--- src/rtl/ahb_input_sampler.sv ---
// rtl/ahb_input_sampler.sv - AHB slave sampling an async input word on a prescaled tick
// Changes of the synchronized input are queued in a FIFO and read back through DATA.
module ahb_input_sampler #(
  parameter int FIFO_DEPTH = 4
) (
  input  logic        HCLK,
  input  logic        HRESETn,
  input  logic [31:0] HADDR,
  input  logic [31:0] HWDATA,
  input  logic [2:0]  HSIZE,
  input  logic [1:0]  HTRANS,
  input  logic        HWRITE,
  input  logic        HREADY,
  input  logic        HSEL,
  output logic [31:0] HRDATA,
  output logic        HREADYOUT,
  input  logic [31:0] iPort,
  output logic        IRQ
);

  localparam int AW = (FIFO_DEPTH > 1) ? $clog2(FIFO_DEPTH) : 1;
  localparam int CW = AW + 1;
  localparam logic [CW-1:0] DEPTH_C = CW'(FIFO_DEPTH);

  localparam logic [1:0] A_DATA    = 2'd0;
  localparam logic [1:0] A_STATUS  = 2'd1;
  localparam logic [1:0] A_CONTROL = 2'd2;
  localparam logic [1:0] A_LIVE    = 2'd3;

  logic          read_en, write_en;
  logic [1:0]    addr_q;
  logic [31:0]   sync1, sync2, last_sample;
  logic          enable, irq_en;
  logic [15:0]   period, prescale;
  logic [31:0]   mem [FIFO_DEPTH];
  logic [AW-1:0] rd_ptr, wr_ptr;
  logic [CW-1:0] count;
  logic          overflow;

  logic addr_phase, empty, full, tick, change, pop, push_ok, ovf_set;
  logic ctrl_wr, stat_wr;
  logic unused_bits;

  assign addr_phase = HSEL & HREADY & (HTRANS != 2'b00);
  assign empty      = (count == '0);
  assign full       = (count == DEPTH_C);
  assign tick       = enable & (prescale == period);
  assign change     = tick & (sync2 != last_sample);
  assign pop        = read_en & (addr_q == A_DATA) & ~empty;
  // A pop on the same edge frees the slot, so a full FIFO still accepts the push.
  assign push_ok    = change & (~full | pop);
  assign ovf_set    = change & full & ~pop;
  assign ctrl_wr    = write_en & (addr_q == A_CONTROL);
  assign stat_wr    = write_en & (addr_q == A_STATUS);

  assign HREADYOUT   = 1'b1;
  assign IRQ         = irq_en & (~empty | overflow);
  assign unused_bits = ^{HSIZE, HADDR[31:4], HADDR[1:0], HWDATA[15:3]};

  always_ff @(posedge HCLK or negedge HRESETn) begin
    if (!HRESETn) begin
      read_en  <= 1'b0;
      write_en <= 1'b0;
      addr_q   <= 2'b00;
      sync1    <= '0;
      sync2    <= '0;
    end else begin
      read_en  <= addr_phase & ~HWRITE;
      write_en <= addr_phase & HWRITE;
      addr_q   <= addr_phase ? HADDR[3:2] : 2'b00;
      sync1    <= iPort;
      sync2    <= sync1;
    end
  end

  always_ff @(posedge HCLK or negedge HRESETn) begin
    if (!HRESETn) begin
      enable   <= 1'b0;
      irq_en   <= 1'b0;
      period   <= '0;
      prescale <= '0;
    end else begin
      if (ctrl_wr) begin
        enable <= HWDATA[0];
        irq_en <= HWDATA[1];
        period <= HWDATA[31:16];
      end
      if (!enable || tick) prescale <= '0;
      else                 prescale <= prescale + 16'd1;
    end
  end

  always_ff @(posedge HCLK or negedge HRESETn) begin
    if (!HRESETn) begin
      last_sample <= '0;
      rd_ptr      <= '0;
      wr_ptr      <= '0;
      count       <= '0;
      overflow    <= 1'b0;
    end else begin
      // Re-arm the change detector on enable so the first tick does not push a stale value.
      if (ctrl_wr && HWDATA[0] && !enable) last_sample <= sync2;
      else if (change)                     last_sample <= sync2;
      if (push_ok) wr_ptr <= wr_ptr + AW'(1);
      if (pop)     rd_ptr <= rd_ptr + AW'(1);
      if (push_ok && !pop)      count <= count + CW'(1);
      else if (pop && !push_ok) count <= count - CW'(1);
      if (ovf_set)                    overflow <= 1'b1;
      else if (stat_wr && HWDATA[2])  overflow <= 1'b0;
    end
  end

  always_ff @(posedge HCLK) begin
    if (push_ok) mem[wr_ptr] <= sync2;
  end

  always_comb begin
    HRDATA = '0;
    if (read_en) begin
      case (addr_q)
        A_DATA:    HRDATA = empty ? 32'h0 : mem[rd_ptr];
        A_STATUS:  HRDATA = {23'h0, 5'(count), 1'b0, overflow, full, empty};
        A_CONTROL: HRDATA = {period, 14'h0, irq_en, enable};
        A_LIVE:    HRDATA = sync2;
        default:   HRDATA = '0;
      endcase
    end
  end

endmodule

--- config.mk ---
export PLATFORM = sky130hd
export DESIGN_NAME = ahb_input_sampler
export DESIGN_NICKNAME = d
export VERILOG_FILES = /design/src/rtl/ahb_input_sampler.sv
export SDC_FILE = /design/constraint.sdc
export NUM_CORES = 1
export LEC_CHECK = 0
export BUFFER_PORTS_ARGS = -buffer_cell sky130_fd_sc_hd__buf_2
export CAP_MARGIN = 0
export CORE_MARGIN = 10
export CORE_UTILIZATION = 42
export CTS_CLUSTER_SIZE = 8
export DETAILED_ROUTE_END_ITERATION = 10
export GPL_TIMING_DRIVEN = 1
export PLACE_DENSITY = 0.59
export REMOVE_ABC_BUFFERS = 1
export SLEW_MARGIN = 20
export SYNTH_ARGS = -nofsm -noshare
export SYNTH_HDL_FRONTEND = slang
export SYNTH_SLANG_ARGS = --single-unit
--- constraint.sdc ---
create_clock -name HCLK -period 3.23 [get_ports HCLK]
set_input_delay 0.323 -clock HCLK [delete_from_list [all_inputs] [get_ports HCLK]]
set_output_delay 0.323 -clock HCLK [all_outputs]
set_load 0.005 [all_outputs]
==> metrics <==
final core utilization=51.46%; worst relative slew slack=35.78%; nets@finish=1,042; synth top area cells=edfxtp_1 33%, dfrtp_1 31%, mux4_2 6.2%; GPL Wtd Cong=0.7692; first-pass GRT wire length=43,930 um; Post-CTS Hold Fix Bufs=34; vias per cell=5.460; area of the multi-input gates=3854 um2; antenna-violating nets left=0; RSZ-0062 raised after global routing=false; hold path depth=2; CTS resizes=0; Synth warnings=0; Fin Clk Skew=15.36 ps; worst r2r src=prescale[6]; Die Y=186 um; Setup TNS=0 ps; actual slew at the worst max-slew pin=959.8 ps; Seq/Total Area, Yosys=63.91%; cell area after synthesis=11,570 um2; Area growth, synth to finish=20.16%; final hold slack=28.91 ps; CTS tree=yes; I/O pins=140; DRC=0; Mean Syn Cell Area=14.78 um2; # setup viols final=0; most common cell after layout, fill and taps aside=dfrtp_1; critical path required time=3380 ps; static leakage power=5.354 nW; Syn Inst Count=783; number of global-route vias before repair=7,495; EDFF count, synth=128; final slew viol count=0; CTS Root Cell=clkbuf_16; via count=7,087; Register Area=7398 um2; Core Area=27,030 um2; Wirelength per Cell=21.30 um; clk buf depth=3; gr usage total=16.44%; ys flop type=dfrtp_1; run status=finished, final reports clean; Initial Utilization=42.82%; VDD IR max=0.3668 mV; First DRT Iteration DRCs=422; FILL cells=2,308; period utilization=90.60%; Power Density=714.8 nW/um2; Critical Path Fanout Max=24; Port Buffers=92; drt total wl=27,640 um; DIE AREA=34,600 um2; #FFs+latches synth=270; hold crit path type=in2reg; flop2flop setup slack=300 ps; Final Hold Fails=0; pin count of the biggest net entering global routing=79; Startpoint Class=flip-flop; commonest cells after routing, fill and taps aside=141 x dfrtp_1, 128 x edfxtp_1, 91 x buf_2, 65 x nor2_1, 42 x nand2_1; Final Critical Period=2926 ps; FMAX=341.7 MHz; Worst-Skew Late Latency=510 ps; worst min-delay path startpoint=HADDR[2]; dpl cell area=12,470 um2; GR Overflow Total=0; clock slew at reported path FFs=50 ps; dpl hpwl=17,020 um; H-tree depth=2; Synth area leader=edfxtp_1; share of cells above drive strength 1=27.72%; Post-synth ARST share=52.59%; row cnt=60; final instance area=13,910 um2; Pre-Repair DR Iteration Count=5; Yosys cell types=47; CP endpoint kind=flip-flop; Crit Path Class=reg2reg; CP Launch Point=prescale[6]; setup bufs post-CTS=0; total CTS buffers=39; clk sink count=270; area share of the largest cell type after synthesis=33.21%; DIE WIDTH=186 um; Tot Pwr=9.941 mW; Max-Cap Viols=0; Reg2Reg Depth=7; WP data arrival=3080 ps; initial antenna violation count=0
==> where the power goes <==
group / switching (mW) / leakage, nW / internal (mW)
logic: 0.986 / 1.96 / 1.01
registers: 0.354 / 2.87 / 3.96
clock network: 1.38 / 0.518 / 2.24
==> path summary, 6_finish.rpt <==
path                              endpoint
max in group asynchronous         sync2[3]
worst max register to register  mem[0][18]
worst min register to register   sync2[15]
worst max-delay path            mem[0][18]
worst min-delay path             addr_q[0]
min in group asynchronous       period[15]
==> layer usage <==
metal  vias to the layer above  track usage (%)  share of wire (%)
met3                        31            3.392                5.6
met4                         0            3.934                1.5
met5                         -                0                  0
met2                       170            25.51                 47
met1                      3626            23.14                 46
li1                       3260                -                  -
==> kinds of logic (layout without fill, tap and decap cells) <==
logic type | after synthesis | after routing | share of synthesized area (%)
adders and majority gates | 7 | 7 | 0.8216
DFF | 270 | 270 | 63.91
AOI/OAI and AO/OA | 112 | 112 | 8.389
muxes | 70 | 70 | 9.741
buffers and inverters | 66 | 239 | 2.843
other | 1 | 2 | 0.03240
and+or+nand+nor | 189 | 189 | 9.114
xor gates and xnor gates | 68 | 68 | 5.146
==> critical path: stages (launching register included) <==
cell     delay [ps]
dfrtp_1         440
xnor2_1         260
nand4_1         210
nor4_4          300
o211a_1         290
buf_4           410
and3_1          250
buf_4           390
==> final cells by class <==
| type | count | area share, % |
|---|---|---|
| clock inverter | 1 | 0.06298 |
| sequential | 270 | 53.20 |
| inverter | 9 | 0.2429 |
| multi-input combinational | 447 | 27.71 |
| timing repair buffer | 162 | 7.926 |
| antenna | 1 | 0.01799 |
| tap | 341 | 3.068 |
| clock buffer | 67 | 7.773 |
==> synth_stat cells (20+ instances only) <==
| master | n |
|---|---|
| o2111ai_1 | 33 |
| clkbuf_1 | 37 |
| mux2_2 | 20 |
| edfxtp_1 | 128 |
| xnor2_1 | 29 |
| xor2_1 | 39 |
| a21oi_1 | 21 |
| nor2_1 | 65 |
| mux4_2 | 32 |
| nand2_1 | 42 |
| dfrtp_1 | 142 |
| nand4b_1 | 32 |
| o211ai_2 | 30 |
==> flip-flops by register name (all words and copies together), names as in the netlist <==
name and cells:
read_en 1, last_sample 32, period 16, count 3
write_en 1, mem 128, wr_ptr 2, irq_en 1
overflow 1, enable 1, sync1 32, prescale 16
addr_q 2, rd_ptr 2, sync2 32
==> per-stage QoR <==
step | worst slack [ps] | cells
3_5_place_dp | 369.8 | 1195
6_report | 303.6 | 1298
4_1_cts | 322.9 | 1297
5_1_grt | 191.4 | 1297
3_3_place_gp | 388.4 | 1195
2_1_floorplan | -977.1 | 726
Power figures use the tool's default switching activity.
